[src/rtl/regfile_access_sequencer_pkg.sv]
// rtl/regfile_access_sequencer_pkg.sv - shared types and constants for the register-file access sequencer
package regfile_access_sequencer_pkg;

   typedef enum logic [2:0] {
      ST_INIT,
      ST_IDLE,
      ST_RD_RS,
      ST_RD_RT,
      ST_DRAIN,
      ST_WRITE,
      ST_RESP
   } state_e;

   // Identifies which operand an in-flight memory read belongs to.
   typedef enum logic [1:0] {
      TAG_NONE = 2'd0,
      TAG_RS   = 2'd1,
      TAG_RT   = 2'd2
   } tag_e;

   localparam int                    DEF_WE_W = 4;
   localparam logic [DEF_WE_W-1:0]   WE_ALL   = {DEF_WE_W{1'b1}};
   localparam int                    REG_ZERO = 0;

endpackage

[src/rtl/regfile_rd_tag_pipe.sv]
// rtl/regfile_rd_tag_pipe.sv - RD_LAT-deep tag shift register tracking reads in flight to the register file
module regfile_rd_tag_pipe
   import regfile_access_sequencer_pkg::*;
#(
   parameter int RD_LAT = 1
) (
   input  logic clka,
   input  logic rst_n,
   input  tag_e push_tag_i,
   output tag_e pop_tag_o,
   output logic empty_o
);

   tag_e stages_q [RD_LAT];
   tag_e stages_d [RD_LAT];

   always_comb begin
      stages_d[0] = push_tag_i;
      for (int i = 1; i < RD_LAT; i++) begin
         stages_d[i] = stages_q[i-1];
      end
   end

   always_ff @(posedge clka) begin
      if (!rst_n) begin
         for (int i = 0; i < RD_LAT; i++) begin
            stages_q[i] <= TAG_NONE;
         end
      end else begin
         for (int i = 0; i < RD_LAT; i++) begin
            stages_q[i] <= stages_d[i];
         end
      end
   end

   assign pop_tag_o = stages_q[RD_LAT-1];

   // High when nothing will remain in flight once this cycle's tag has popped.
   always_comb begin
      empty_o = (push_tag_i == TAG_NONE);
      for (int i = 0; i < RD_LAT - 1; i++) begin
         if (stages_q[i] != TAG_NONE) begin
            empty_o = 1'b0;
         end
      end
   end

endmodule

[src/rtl/regfile_access_sequencer.sv]
// rtl/regfile_access_sequencer.sv - serialises decode-stage rs/rt reads and rd write onto the single-port register file
module regfile_access_sequencer
   import regfile_access_sequencer_pkg::*;
#(
   parameter int ADDR_W   = 32,
   parameter int DATA_W   = 32,
   parameter int WE_W     = 4,
   parameter int NUM_REGS = 32,
   parameter int IDX_W    = 5,
   parameter int RD_LAT   = 1
) (
   input  logic              clka,
   input  logic              rst_n,
   input  logic              req_valid,
   output logic              req_ready,
   input  logic [IDX_W-1:0]  req_rs,
   input  logic [IDX_W-1:0]  req_rt,
   input  logic              req_wr_en,
   input  logic [IDX_W-1:0]  req_rd,
   input  logic [DATA_W-1:0] req_wdata,
   output logic              resp_valid,
   input  logic              resp_ready,
   output logic [DATA_W-1:0] rs_data,
   output logic [DATA_W-1:0] rt_data,
   output logic              init_done,
   output logic [WE_W-1:0]   mem_wea,
   output logic [ADDR_W-1:0] mem_addra,
   output logic [DATA_W-1:0] mem_dina,
   input  logic [DATA_W-1:0] mem_douta
);

   localparam logic [WE_W-1:0]  WE_ONES   = {WE_W{WE_ALL[0]}};
   localparam logic [IDX_W-1:0] IDX_ZERO  = IDX_W'(REG_ZERO);
   localparam logic [IDX_W:0]   INIT_LAST = (IDX_W+1)'(NUM_REGS);

   state_e              state_q, state_d;
   logic [IDX_W:0]      init_idx_q, init_idx_d;
   logic                init_done_q, init_done_d;
   logic                req_ready_q, req_ready_d;
   logic                resp_valid_q, resp_valid_d;
   logic [DATA_W-1:0]   rs_data_q, rs_data_d;
   logic [DATA_W-1:0]   rt_data_q, rt_data_d;
   logic [WE_W-1:0]     mem_wea_q, mem_wea_d;
   logic [ADDR_W-1:0]   mem_addra_q, mem_addra_d;
   logic [DATA_W-1:0]   mem_dina_q, mem_dina_d;
   logic [IDX_W-1:0]    rs_q, rs_d;
   logic [IDX_W-1:0]    rt_q, rt_d;
   logic [IDX_W-1:0]    rd_q, rd_d;
   logic                wr_en_q, wr_en_d;
   logic [DATA_W-1:0]   wdata_q, wdata_d;

   tag_e                push_tag;
   tag_e                pop_tag;
   logic                pipe_empty;

   regfile_rd_tag_pipe #(
      .RD_LAT(RD_LAT)
   ) u_tag_pipe (
      .clka      (clka),
      .rst_n     (rst_n),
      .push_tag_i(push_tag),
      .pop_tag_o (pop_tag),
      .empty_o   (pipe_empty)
   );

   // Registered outputs are computed for the state being entered, so each
   // memory cycle is presented while state_q names that cycle.
   always_comb begin
      state_d      = state_q;
      init_idx_d   = init_idx_q;
      init_done_d  = init_done_q;
      rs_data_d    = rs_data_q;
      rt_data_d    = rt_data_q;
      mem_wea_d    = '0;
      mem_addra_d  = mem_addra_q;
      mem_dina_d   = mem_dina_q;
      rs_d         = rs_q;
      rt_d         = rt_q;
      rd_d         = rd_q;
      wr_en_d      = wr_en_q;
      wdata_d      = wdata_q;
      push_tag     = TAG_NONE;

      case (state_q)
         ST_INIT: begin
            if (init_idx_q == INIT_LAST) begin
               state_d     = ST_IDLE;
               init_done_d = 1'b1;
            end else begin
               mem_wea_d   = WE_ONES;
               mem_addra_d = ADDR_W'(init_idx_q);
               mem_dina_d  = '0;
               init_idx_d  = init_idx_q + (IDX_W+1)'(1);
            end
         end
         ST_IDLE: begin
            if (req_valid && req_ready_q) begin
               rs_d        = req_rs;
               rt_d        = req_rt;
               rd_d        = req_rd;
               wr_en_d     = req_wr_en;
               wdata_d     = req_wdata;
               mem_addra_d = ADDR_W'(req_rs);
               state_d     = ST_RD_RS;
            end
         end
         ST_RD_RS: begin
            push_tag    = TAG_RS;
            mem_addra_d = ADDR_W'(rt_q);
            state_d     = ST_RD_RT;
         end
         ST_RD_RT: begin
            push_tag = TAG_RT;
            state_d  = ST_DRAIN;
         end
         ST_DRAIN: begin
            if (pipe_empty) begin
               if (wr_en_q) begin
                  mem_addra_d = ADDR_W'(rd_q);
                  mem_dina_d  = wdata_q;
                  mem_wea_d   = (rd_q == IDX_ZERO) ? '0 : WE_ONES;
                  state_d     = ST_WRITE;
               end else begin
                  state_d = ST_RESP;
               end
            end
         end
         ST_WRITE: begin
            state_d = ST_RESP;
         end
         ST_RESP: begin
            if (resp_ready) begin
               state_d = ST_IDLE;
            end
         end
         default: begin
            state_d = ST_INIT;
         end
      endcase

      // Read data lands on the edge its tag leaves the pipe; r0 always reads zero.
      if (pop_tag == TAG_RS) begin
         rs_data_d = (rs_q == IDX_ZERO) ? '0 : mem_douta;
      end
      if (pop_tag == TAG_RT) begin
         rt_data_d = (rt_q == IDX_ZERO) ? '0 : mem_douta;
      end

      req_ready_d  = (state_d == ST_IDLE);
      resp_valid_d = (state_d == ST_RESP);
   end

   always_ff @(posedge clka) begin
      if (!rst_n) begin
         state_q      <= ST_INIT;
         init_idx_q   <= '0;
         init_done_q  <= 1'b0;
         req_ready_q  <= 1'b0;
         resp_valid_q <= 1'b0;
         rs_data_q    <= '0;
         rt_data_q    <= '0;
         mem_wea_q    <= '0;
         mem_addra_q  <= '0;
         mem_dina_q   <= '0;
         rs_q         <= '0;
         rt_q         <= '0;
         rd_q         <= '0;
         wr_en_q      <= 1'b0;
         wdata_q      <= '0;
      end else begin
         state_q      <= state_d;
         init_idx_q   <= init_idx_d;
         init_done_q  <= init_done_d;
         req_ready_q  <= req_ready_d;
         resp_valid_q <= resp_valid_d;
         rs_data_q    <= rs_data_d;
         rt_data_q    <= rt_data_d;
         mem_wea_q    <= mem_wea_d;
         mem_addra_q  <= mem_addra_d;
         mem_dina_q   <= mem_dina_d;
         rs_q         <= rs_d;
         rt_q         <= rt_d;
         rd_q         <= rd_d;
         wr_en_q      <= wr_en_d;
         wdata_q      <= wdata_d;
      end
   end

   assign req_ready  = req_ready_q;
   assign resp_valid = resp_valid_q;
   assign rs_data    = rs_data_q;
   assign rt_data    = rt_data_q;
   assign init_done  = init_done_q;
   assign mem_wea    = mem_wea_q;
   assign mem_addra  = mem_addra_q;
   assign mem_dina   = mem_dina_q;

endmodule

[config.mk]
export PLATFORM = sky130hd
export DESIGN_NAME = regfile_access_sequencer
export DESIGN_NICKNAME = d
export VERILOG_FILES = /design/src/rtl/regfile_access_sequencer_pkg.sv /design/src/rtl/regfile_rd_tag_pipe.sv /design/src/rtl/regfile_access_sequencer.sv
export SDC_FILE = /design/constraint.sdc
export NUM_CORES = 1
export LEC_CHECK = 0
export CELL_PAD_IN_SITES_DETAIL_PLACEMENT = 1
export CELL_PAD_IN_SITES_GLOBAL_PLACEMENT = 2
export CORE_MARGIN = 10
export CORE_UTILIZATION = 36
export DETAILED_ROUTE_END_ITERATION = 8
export DONT_BUFFER_PORTS = 1
export HOLD_SLACK_MARGIN = 0.1
export PLACE_DENSITY = 0.89
export SLEW_MARGIN = 40
export SYNTH_ARGS = -nofsm -noshare
export SYNTH_HDL_FRONTEND = slang
export SYNTH_SLANG_ARGS = --single-unit
[constraint.sdc]
create_clock -name clka -period 2.6 [get_ports clka]
set_clock_uncertainty 0.05 [all_clocks]
set_input_delay 0.39 -clock clka [delete_from_list [all_inputs] [get_ports clka]]
set_output_delay 0.39 -clock clka [all_outputs]
set_load 0.02 [all_outputs]
* Word-level counts from Yosys, hierarchy flattened
Memory sizes are Yosys's and may differ from the RTL's. Cells that the tools add are included.
Cells by class: bitwise operators 1, equal/unequal tests 15, $mul 0, div/mod/pow operators 0, mux-type cells 27, $add $sub $neg 1, order comparisons 0, shift operators 0, reduce and logical (&&, ||, !) cells 14
Operators by type and width (number):
- two-way mux 32 bit | 9
- one-hot mux 32 bit (4 select lines) | 1
- one-hot mux 32 bit (2 select lines) | 1
- one-hot mux 3 bit (7 select lines) | 1
- two-way mux 4 bit | 4
- zero test 5 bit | 3
- equality test 3 bit, second input constant | 4
- two-way mux 3 bit | 4
- != test 2 bit, second input constant | 4
- one-hot mux 4 bit (2 select lines) | 1
- adder 6 x 1 -> 6 bit, second input constant | 1
- equality test 3 x 1 -> 1 bit, second input constant | 2
- equality test 3 x 2 -> 1 bit, second input constant | 2
- equality test 6 bit, second input constant | 1
- AND reduction 2 bit | 3
- AND reduction 5 bit | 1
- two-way mux 2 bit | 2
- one-hot mux 2 bit (2 select lines) | 1
- AND reduction 4 bit | 1
- nonzero test 4 bit | 1
- zero test 3 bit | 1
- two-way mux 1 bit | 3
- equality test 2 x 1 -> 1 bit, second input constant | 1
- equality test 2 bit, second input constant | 1
- 5 further kinds | 5
Storage, ports and cells: memory bits (read-only) 0, bits in registers 192, memories kept 1, memory bits (writable) 2, bits in latches 0, word-level logic and storage cells 74
Memory list:
- u_tag_pipe.stages_q | words 1, bits a word 2, read ports 1, clocked after Yosys merged registers in 0, write ports 1, RTL line regfile_rd_tag_pipe.sv:14 | tag_e stages_q [RD_LAT];

* Depth between registers and ports, before layout
Gate-level depths: netlist of run 1.
depth after elaboration 6, depth in mapped cells 7, depth with buffers taken out 6

* By module
Synthesis of run 1 repeated with hierarchy kept, for this count alone.
Second synthesis, totals: cell total of the unflattened synthesis 738, area, all modules 6612.6 sq um
Modules (own cells, without submodules):
- regfile_access_sequencer | instances 1, area each 6556.3 sq um, cells each 733, seq. area each 3263.1 sq um
- regfile_rd_tag_pipe | instances 1, area each 56.3 sq um, cells each 5, seq. area each 40.0 sq um

* Worst setup path before layout of run 1
Ideal clock, no wire load.
kind register to register, from reg init_idx_q[0], to reg mem_addra_q[5] (netlist: mem_addra[5]), arrival 1722 ps, path slack 709 ps, data required time 2431 ps, clock period less this slack 1891 ps, cell stages (with the launch flop) 8, path through dfxtp_1 inv_1 ha_1 or4b_4 o2111a_2 or2_1 buf_6 mux2i_1
On the way: word-level cells in the longest chain between the ends 3
RTL lines:
- start, declared | RTL line regfile_access_sequencer.sv:37 | logic [IDX_W:0] init_idx_q, init_idx_d;
- start signal, assigned | RTL line regfile_access_sequencer.sv:172 | init_idx_q <= init_idx_d;
- equality test 6 bit | RTL line regfile_access_sequencer.sv:86 | if (init_idx_q == INIT_LAST) begin
- != test 2 bit (no line)
- AND reduction 5 bit (no line)
- end signal, assigned | RTL line regfile_access_sequencer.sv:179 | mem_addra_q <= mem_addra_d;
- end, declared | RTL line regfile_access_sequencer.sv:44 | logic [ADDR_W-1:0] mem_addra_q, mem_addra_d;
Every way passes these cells. A chain may end at the register's enable or synchronous reset.

* Worst setup path in the final report of run 1
from reg init_idx_q[0], to reg mem_dina_q[31] (netlist: mem_dina[31])
On the way: word-level cells in the longest chain between the ends 3
RTL lines:
- equality test 6 bit | RTL line regfile_access_sequencer.sv:86
- != test 2 bit (no line)
- AND reduction 4 bit (no line)
- end signal, assigned | RTL line regfile_access_sequencer.sv:180 | mem_dina_q <= mem_dina_d;
- end, declared | RTL line regfile_access_sequencer.sv:45 | logic [DATA_W-1:0] mem_dina_q, mem_dina_d;
Every way passes these cells.

==> summary.md, run 1 <==
| Metric | Value |
|---|---|
| Hold Startpoint | mem_douta[14] |
| GRT busiest layer | met2 |
| Final worst path period share | 0.798 |
| P per Cell Area | 703 nW/um^2 |
| M3 GR Usage | 0.0933 |
| Iteration-0 DRC count of the detailed router | 230 |
| Crit path DAT | 2380 ps |
| Fin. max-slew vios | 0 |
| Tmin final | 2080 ps |
| Most frequent cells in the layout | 165 x dfxtp_1, 101 x nand2_1, 81 x dlygate4sd3_1 |
| IO Port Bufs | 0 |
| Final hold violation count | 0 |
| Placed Area | 6120 sq um |
| HPWL Detailed | 13300 um |
| IO Count | 219 |
| Design area | 7520 sq um |
| Die Area | 22400 sq um |
| Detailed Routing Iterations Pass 1 | 5 |
| Max-cap violation count | 0 |
| Total CTS buffers | 17 |
| First-pass GRT wire length | 31600 um |
| RSZ-0062 raised after global routing | no |
| Vias in the first global route | 5443 |
| Commonest non-fill, non-tap cell in the layout | dfxtp_1 |
| Mapped Avg Cell Area | 9.13 sq um |
| R2R Path Start | init_idx_q[0] |
| Antenna Nets Post-Route | 0 |
| CP Buf/Inv Count | 1 |
| CTS max path bufs | 2 |
| Family with the most delay on the worst path | compound AO/OA/AOI/OAI gates |
| Worst-Skew Late Latency | 420 ps |
| Vias | 5100 |
| Rel. slew slack | 0.448 |
| Final setup fails | 0 |
| Synth Flop Type | dfxtp_1 |
| Worst Tran Pin Value | 827 ps |
| Critical path, cell by cell | inv_1 -> ha_1 -> nand2b_1 -> o21ai_2 -> o311a_2 -> a22o_1 |
| Layout fillers | 1815 |
| Setup crit start kind | register |
| Required @ worst endpoint | 2900 ps |
| DRC | 0 |
| Setup_tns | 0 ps |
| FF/Latch Area | 3300 sq um |
| Clock Tree Root | clkbuf_16 |
| Largest net degree at the start of global routing | 88 |
| Hold Slack | 114 ps |
| Initial core utilization | 0.366 |
| Reg clk slew, reported paths | 70 ps |
| Seq/Total Area, Yosys | 0.546 |
| TritonCTS Sinks | 165 |
| Area grow syn2layout | 24.3% |
| Hold Crit Class | input pin to register |
| Number of synthesized register bits | 165 |
| WL final | 20300 um |
| Wirelength per Cell | 21.3 um |
| GP Congestion | 0.842 |
| Placed Cells incl. Taps | 838 |
| # H-tree levels | 4 |
| Core area | 16500 sq um |
| Gr usage total | 0.177 |
| Status | completed |
| CP endpoint kind | register |
| Leak pwr | 0.00270 uW |
| Setup CP Type | register to register |
| CTS tree | done |
| Worst-path fanout max | 32 |
| Post_cts resized | 0 |
| Grt total ovfl | 0 |
| Layout Nets | 804 |
| Chip height | 150 um |
| Number of core rows | 47 |
| Share of layout cells above drive strength 1 | 0.0739 |
| Via density | 5.36 |
| Post-synth EDFFs | 0 |
| CP max-delay cell | o311a_2 |
| Die X | 150 um |
| Worst vdd ir | 0.415 mV |
| Synth unique cells | 46 |
| M1 GR Usage | 0.191 |
| Met2 usage | 0.300 |
| Async set-reset flop share out of synthesis | 0 |
| CP startpoint | init_idx_q[0] |
| Max stage delay on crit path | 670 ps |
| Footprint of the multi-input gates | 2400 sq um |
| Initial antenna violation count | 1 |
| Achievable clock frequency | 0.482 GHz |
| Gate Count Post-Synth | 663 |
| Syn Std Cell Area | 6050 sq um |
| Yosys warns | 0 |
| Fin cells | 952 |
final timing paths:
kind,endpoint,slack (ps),cells after the start
worst max-delay path,mem_dina[31],520,6
worst min-delay path,rt_data[14],110,2
worst max register to register,mem_dina[31],520,6
worst min register to register,wdata_q[24],410,2
what timing repair did:
action                                 CTS  global route
setup buffers                            0             0
setup endpoints to repair                0             0
endpoints found under the hold margin  119             0
hold buffers                            81             0
state kept, by name, indices dropped and copies added (netlist names), 2 cells and up:
| signal | count |
|---|---|
| u_tag_pipe.stages_q | 2 |
| rd_q | 5 |
| rt_data | 32 |
| rt_q | 5 |
| rs_q | 5 |
| rs_data | 32 |
| init_idx_q | 6 |
| state_q | 3 |
| mem_dina | 32 |
| mem_addra | 6 |
| wdata_q | 32 |
Yosys cell counts, types with 6 or more instances:
cell,number,area [sq um]
nor2_1,79,297
buf_4,29,218
clkbuf_1,45,169
o31ai_1,6,45.0
dfxtp_1,165,3300
nand2_1,101,379
a21oi_1,60,300
nor3_1,6,30.0
nand2b_1,9,56.3
a22oi_1,64,480
a22o_1,32,280
kinds of logic after synthesis:
logic type               after synthesis  synth area share
AND/OR/NAND/NOR                      212             0.146
AO/OA/AOI/OAI                        188             0.217
flip-flops                           165             0.546
buffers and inverters                 88            0.0759
XOR/XNOR                               5           0.00724
adder cells (fa/ha/maj)                2           0.00413
multiplexers                           2           0.00331
other                                  1          0.000620
cell type report:
type / instances / share of cell area
clock buffers: 17 / 0.0565
repair buffers: 93 / 0.123
well taps: 220 / 0.0366
clock inverters: 15 / 0.0216
diodes: 1 / 0.000333
inverters: 6 / 0.00333
flip-flops and latches: 165 / 0.439
multi-input cells: 435 / 0.319
per-layer routing:
layer / vias to the layer above / part of all wire / wire, um
li1: 2357 / - / -
met1: 2518 / 0.38 / 7750
met4: 0 / 0.012 / 248
met5: - / 0 / 0
met2: 208 / 0.49 / 10000
met3: 17 / 0.11 / 2280
worst reg2reg max path, delay by kind of cell, from the launching register on:
| kind | cells | cell delay (ps) |
|---|---|---|
| AO/OA/AOI/OAI | 3 | 1220 |
| flip-flops | 1 | 340 |
| adder cells (fa/ha/maj) | 1 | 170 |
| AND/OR/NAND/NOR | 1 | 130 |
| buffers and inverters | 1 | 110 |
where the power goes:
part | leakage [uW] | switching, uW | internal, uW
clock | 0.000288 | 1150 | 1370
combinational | 0.00108 | 117 | 101
sequential | 0.00133 | 16.9 | 2530
total | 0.00270 | 1290 | 4000
stage by stage:
stage | util | power, uW | worst slack, ps
after global routing | 0.455 | 5490 | 399
after global placement | 0.370 | 2710 | 324
after floorplan | - | 2720 | 709
after CTS | 0.455 | 5330 | 561
after detailed placement | 0.370 | 2710 | 570
final | 0.455 | 5290 | 525
Note: power is estimated with default switching activity, not from simulation.
==> inputs of run 2 (changes only) <==
- CORE_UTILIZATION: 36 -> 32
- PLACE_DENSITY: 0.89 -> 0.84
- clock period: 2.6 -> 1.8 ns (I/O delays scaled with it)
==> summary.md, run 2 (same netlist as run 1, synthesis figures left out) <==
| Metric | Value |
|---|---|
| Clock Tree Root | clkbuf_16 (unchanged) |
| Max-cap violation count | 0 (unchanged) |
| Iteration-0 DRC count of the detailed router | 300 (was 230) |
| Antenna Nets Post-Route | 0 (unchanged) |
| # H-tree levels | 4 (unchanged) |
| Detailed Routing Iterations Pass 1 | 4 (was 5) |
| Hold Slack | -73.4 ps (was 114 ps) |
| IO Port Bufs | 0 (unchanged) |
| Fin. max-slew vios | 0 (unchanged) |
| Hold Crit Class | input pin to register (unchanged) |
| First-pass GRT wire length | 33300 um (was 31600 um) |
| RSZ-0062 raised after global routing | yes (was no) |
| Number of core rows | 50 (was 47) |
| Max stage delay on crit path | 460 ps (was 670 ps) |
| Die Area | 24800 sq um (was 22400 sq um) |
| Grt total ovfl | 0 (unchanged) |
| Vias in the first global route | 5757 (was 5443) |
| Commonest non-fill, non-tap cell in the layout | dfxtp_1 (unchanged) |
| HPWL Detailed | 13400 um (was 13300 um) |
| Wirelength per Cell | 21.5 um (was 21.3 um) |
| Final WS setup | -33.3 ps (was 525 ps) |
| Placed Area | 6340 sq um (was 6120 sq um) |
| Violated checks | negative hold slack, negative setup slack |
| Fin util | 0.428 (was 0.455) |
| CTS max path bufs | 2 (unchanged) |
| Pre-CTS WS | -81.7 ps (was 570 ps) |
| Worst Tran Pin Value | 540 ps (was 827 ps) |
| Core area | 18600 sq um (was 16500 sq um) |
| Gr usage total | 0.170 (was 0.177) |
| GP Congestion | 0.796 (was 0.842) |
| Worst vdd ir | 0.573 mV (was 0.415 mV) |
| Worst-path fanout max | 6 (was 32) |
| Crit path DAT | 2090 ps (was 2380 ps) |
| CTS tree | done (unchanged) |
| Via density | 5.27 (was 5.36) |
| Setup crit start kind | register (unchanged) |
| DRC | 0 (unchanged) |
| Reg clk slew, reported paths | 70 ps (about the same) |
| Required @ worst endpoint | 2060 ps (was 2900 ps) |
| P per Cell Area | 1000 nW/um^2 (was 703 nW/um^2) |
| Achievable clock frequency | 0.545 GHz (was 0.482 GHz) |
| CP endpoint kind | register (unchanged) |
| Initial core utilization | 0.325 (was 0.366) |
| Leak pwr | 0.00289 uW (was 0.00270 uW) |
| Share of layout cells above drive strength 1 | 0.125 (was 0.0739) |
| Most frequent cells in the layout | 163 x dfxtp_1, 101 x nand2_1, 82 x dlygate4sd3_1 (was 165 x dfxtp_1, 101 x nand2_1, 81 x dlygate4sd3_1) |
| WL final | 21200 um (was 20300 um) |
| IO Count | 219 (unchanged) |
| TritonCTS Sinks | 165 (unchanged) |
| Total CTS buffers | 17 (unchanged) |
| Final worst path period share | 1.02 (was 0.798) |
| Cts hold-fix bufs | 82 (was 81) |
| Final setup fails | 6 (was 0) |
| Status | complete, but fails checks (was completed) |
| Largest net degree at the start of global routing | 124 (was 88) |
| Setup CP Type | register to register (unchanged) |
| Layout fillers | 2070 (was 1815) |
| Worst-Skew Late Latency | 420 ps (about the same) |
| Die X | 158 um (was 150 um) |
| Chip height | 158 um (was 150 um) |
| Rel. slew slack | 0.640 (was 0.448) |
| Design area | 7970 sq um (was 7520 sq um) |
| CP max-delay cell | or4b_4 (was o311a_2) |
| Initial antenna violation count | 1 (unchanged) |
| Area grow syn2layout | 31.7% (was 24.3%) |
| Layout Nets | 828 (was 804) |
| Critical path, cell by cell | inv_2 -> ha_4 -> or4b_4 -> o2111a_2 -> or2_4 -> mux2i_1 (was inv_1 -> ha_1 -> nand2b_1 -> o21ai_2 -> o311a_2 -> a22o_1) |
| Final hold violation count | 9 (was 0) |
| Tmin final | 1830 ps (was 2080 ps) |
| Vias | 5219 (was 5100) |
==> run 2: power by group <==
group          switching [uW]  internal (uW)  total, uW
combinational             191            171        362
clock                    1610           2370       3970
sequential               15.8           3660       3680
total                    1810           6200       8010
==> run 2: metrics by stage <==
step,instances,setup TNS (ps),total power (uW)
6_report,990,-135,8010
5_1_grt,990,-437,8320
4_1_cts,987,-20.8,8090
3_5_place_dp,872,-313,3930
3_3_place_gp,872,-40.2,3920
2_1_floorplan,688,-219,3940
==> run 2: path summary, 6_finish.rpt <==
check / startpoint / end / slack (ps) / depth (start not counted)
max: init_idx_q[0] / mem_addra[5] / -30 / 6
max reg2reg: init_idx_q[0] / mem_addra[5] / -30 / 6
min reg2reg: wdata_q[11] / wdata_q[11] / 410 / 2
min: rst_n / req_ready / -70 / 2
==> run 2: timing repair <==
action | in CTS | in global routing
endpoints found under the setup margin | 6 | 54
endpoints found under the hold margin | 123 | 10
gates cloned | 0 | 1
resized for setup | 16 | 7
buffers inserted | 1 | 1
pin swaps | 2 | 1
==> run 2: per-layer routing <==
metal,global-route usage,vias up,wire [um]
li1,-,2410,-
met5,0,-,0
met2,0.282,215,10400
met1,0.192,2570,8390
met4,0.0539,0,280
met3,0.0723,24,2170
==> run 2: critical path, delay by kind of cell (launching register included) <==
kind                       cells  cell delay [ps]
and+or+nand+nor                2              740
DFF                            1              330
adders and majority gates      1              120
buffers and inverters          1               70
AOI/OAI and AO/OA              1              290
muxes                          1              130
==> run 2: cell type report <==
type,count,area (sq um),area share
well taps,234,293,0.0367
clock buffers,17,425,0.0534
multi-input cells,435,2530,0.318
inverters,6,23.8,0.00298
diodes,1,2.50,0.000314
flip-flops and latches,165,3310,0.415
clock inverters,15,215,0.0270
repair buffers,117,1170,0.147
==> inputs of run 3 (changes only) <==
- RECOVER_POWER: unset -> 100
==> summary.md, run 3 (same netlist as run 1, synthesis figures left out) <==
| Metric | Value |
|---|---|
| TritonCTS Sinks | 165 (unchanged) |
| Setup crit start kind | register (unchanged) |
| HPWL Detailed | 13400 um (unchanged) |
| Max-cap violation count | 0 (unchanged) |
| Detailed Routing Iterations Pass 1 | 4 (unchanged) |
| Hold Slack | -72.9 ps (was -73.4 ps) |
| R2R Setup Slk | -40 ps (was -30 ps) |
| Reg clk slew, reported paths | 60 ps (was 70 ps) |
| Achievable clock frequency | 0.544 GHz (was 0.545 GHz) |
| Wirelength per Cell | 21.4 um (was 21.5 um) |
| RSZ-0062 raised after global routing | yes (unchanged) |
| # H-tree levels | 4 (unchanged) |
| Fin util | 0.426 (was 0.428) |
| Final WS setup | -37.5 ps (was -33.3 ps) |
| Crit path DAT | 2080 ps (was 2090 ps) |
| Clock Tree Root | clkbuf_16 (unchanged) |
| Cell depth of the worst hold path | 2 (unchanged) |
| Core area | 18600 sq um (unchanged) |
| Commonest non-fill, non-tap cell in the layout | dfxtp_1 (unchanged) |
| Required @ worst endpoint | 2040 ps (was 2060 ps) |
| Placed Cells incl. Taps | 872 (unchanged) |
| Total CTS buffers | 17 (unchanged) |
| Die Area | 24800 sq um (unchanged) |
| Worst-Skew Late Latency | 420 ps (about the same) |
| WL final | 21200 um (about the same) |
| Most frequent cells in the layout | 163 x dfxtp_1, 101 x nand2_1, 82 x dlygate4sd3_1 (unchanged) |
| Die X | 158 um (unchanged) |
| Rel. slew slack | 0.491 (was 0.640) |
| Largest net degree at the start of global routing | 124 (unchanged) |
| Status | complete, but fails checks (unchanged) |
| IO Port Bufs | 0 (unchanged) |
| Hold Crit Class | input pin to register (unchanged) |
| Cts hold-fix bufs | 82 (unchanged) |
| Iteration-0 DRC count of the detailed router | 279 (was 300) |
| Reg-to-reg endpoint | mem_addra[1] (was mem_addra[5]) |
| Final hold violation count | 9 (unchanged) |
| Hold path endpoint | req_ready (unchanged) |
| Layout Nets | 828 (unchanged) |
| Area grow syn2layout | 31.2% (was 31.7%) |
| DRC | 0 (unchanged) |
| IO Count | 219 (unchanged) |
| Via density | 5.27 (about the same) |
| Worst vdd ir | 0.571 mV (was 0.573 mV) |
| Fin. max-slew vios | 0 (unchanged) |
| Gr usage total | 0.170 (unchanged) |
| Vias in the first global route | 5757 (unchanged) |
| Worst Tran Pin Value | 763 ps (was 540 ps) |
| Power Total | 8010 uW (about the same) |
| Violated checks | negative hold slack, negative setup slack (unchanged) |
| Grt total ovfl | 0 (unchanged) |
| Chip height | 158 um (unchanged) |
| Vias | 5216 (was 5219) |
| Share of layout cells above drive strength 1 | 0.118 (was 0.125) |
| CTS max path bufs | 2 (unchanged) |
| Setup CP Type | register to register (unchanged) |
| Initial antenna violation count | 1 (unchanged) |
| Reg2reg path depth | 7 (was 6) |
| Initial core utilization | 0.325 (unchanged) |
| First-pass GRT wire length | 33300 um (unchanged) |
| Leak pwr | 0.00286 uW (was 0.00289 uW) |
| Setup_tns | -147 ps (was -135 ps) |
| Number of core rows | 50 (unchanged) |
| Fin cells | 990 (unchanged) |
| Worst-path fanout max | 5 (was 6) |
| GP Congestion | 0.796 (unchanged) |
| P per Cell Area | 1010 nW/um^2 (was 1000 nW/um^2) |
| Antenna Nets Post-Route | 0 (unchanged) |
| Final worst path period share | 1.02 (about the same) |
| Final setup fails | 6 (unchanged) |
| Tmin final | 1840 ps (was 1830 ps) |
| CTS tree | done (unchanged) |
| R2R Path Start | init_idx_q[0] (unchanged) |
| CP endpoint kind | register (unchanged) |
| Hold Startpoint | rst_n (unchanged) |
| Layout fillers | 2074 (was 2070) |
run 3: report_power, final:
group	switching (uW)	internal [uW]	total, uW
clock network	1600	2370	3970
logic	191	170	361
registers	15.8	3660	3680
total	1810	6200	8010
run 3: repair_timing:
action | 4_1_cts | 5_1_grt
cloned | 0 | 1
hold endpoints to repair | 123 | 10
pin swaps | 2 | 1
setup buffers | 1 | 1
endpoints found under the setup margin | 6 | 54
resized for setup | 16 | 7
run 3: area by class of cell:
type / instances / area, sq um / area share
Tap cell: 234 / 293 / 0.0369
Antenna cell: 1 / 2.50 / 0.000315
Inverter: 6 / 23.8 / 0.00299
Clock inverter: 15 / 215 / 0.0271
Clock buffer: 17 / 425 / 0.0536
Timing Repair Buffer: 117 / 1140 / 0.144
Sequential cell: 165 / 3310 / 0.416
Multi-Input combinational cell: 435 / 2530 / 0.319
run 3: worst max-delay path by stage:
stage                              from  cells after the start  slack (ps)            to
after global placement    init_idx_q[1]                      6         -40  mem_addra[5]
after global routing      init_idx_q[0]                      6         -90  mem_addra[5]
after detailed placement  init_idx_q[0]                      6         -80  mem_addra[5]
final                     init_idx_q[0]                      7         -40  mem_addra[1]
after CTS                 init_idx_q[0]                      6         -10  mem_addra[5]
after floorplan           init_idx_q[0]                      7         -80  mem_addra[5]
run 3: critical path, cell delays in order (launching register included):
cell	delay [ps]
dfxtp_2	330
inv_2	70
ha_4	120
or4b_4	460
o2111a_2	290
buf_8	150
o31ai_4	200
a21oi_2	50
run 3: through the flow:
stage	hold slack (ps)	setup slack, ps	cell area [sq um]
after floorplan	356	-80.8	6160
after global placement	345	-40.2	6340
after detailed placement	354	-81.7	6340
after CTS	-106	-9.79	7900
after global routing	-106	-93.8	7940
final	-72.9	-37.5	7940
run 3: metal layers:
metal	routed length, um	GRT usage	vias to the layer above
met3	2120	0.0723	24
met5	0	0	-
met1	8430	0.192	2574
met2	10400	0.282	208
met4	279	0.0539	0
li1	-	-	2410
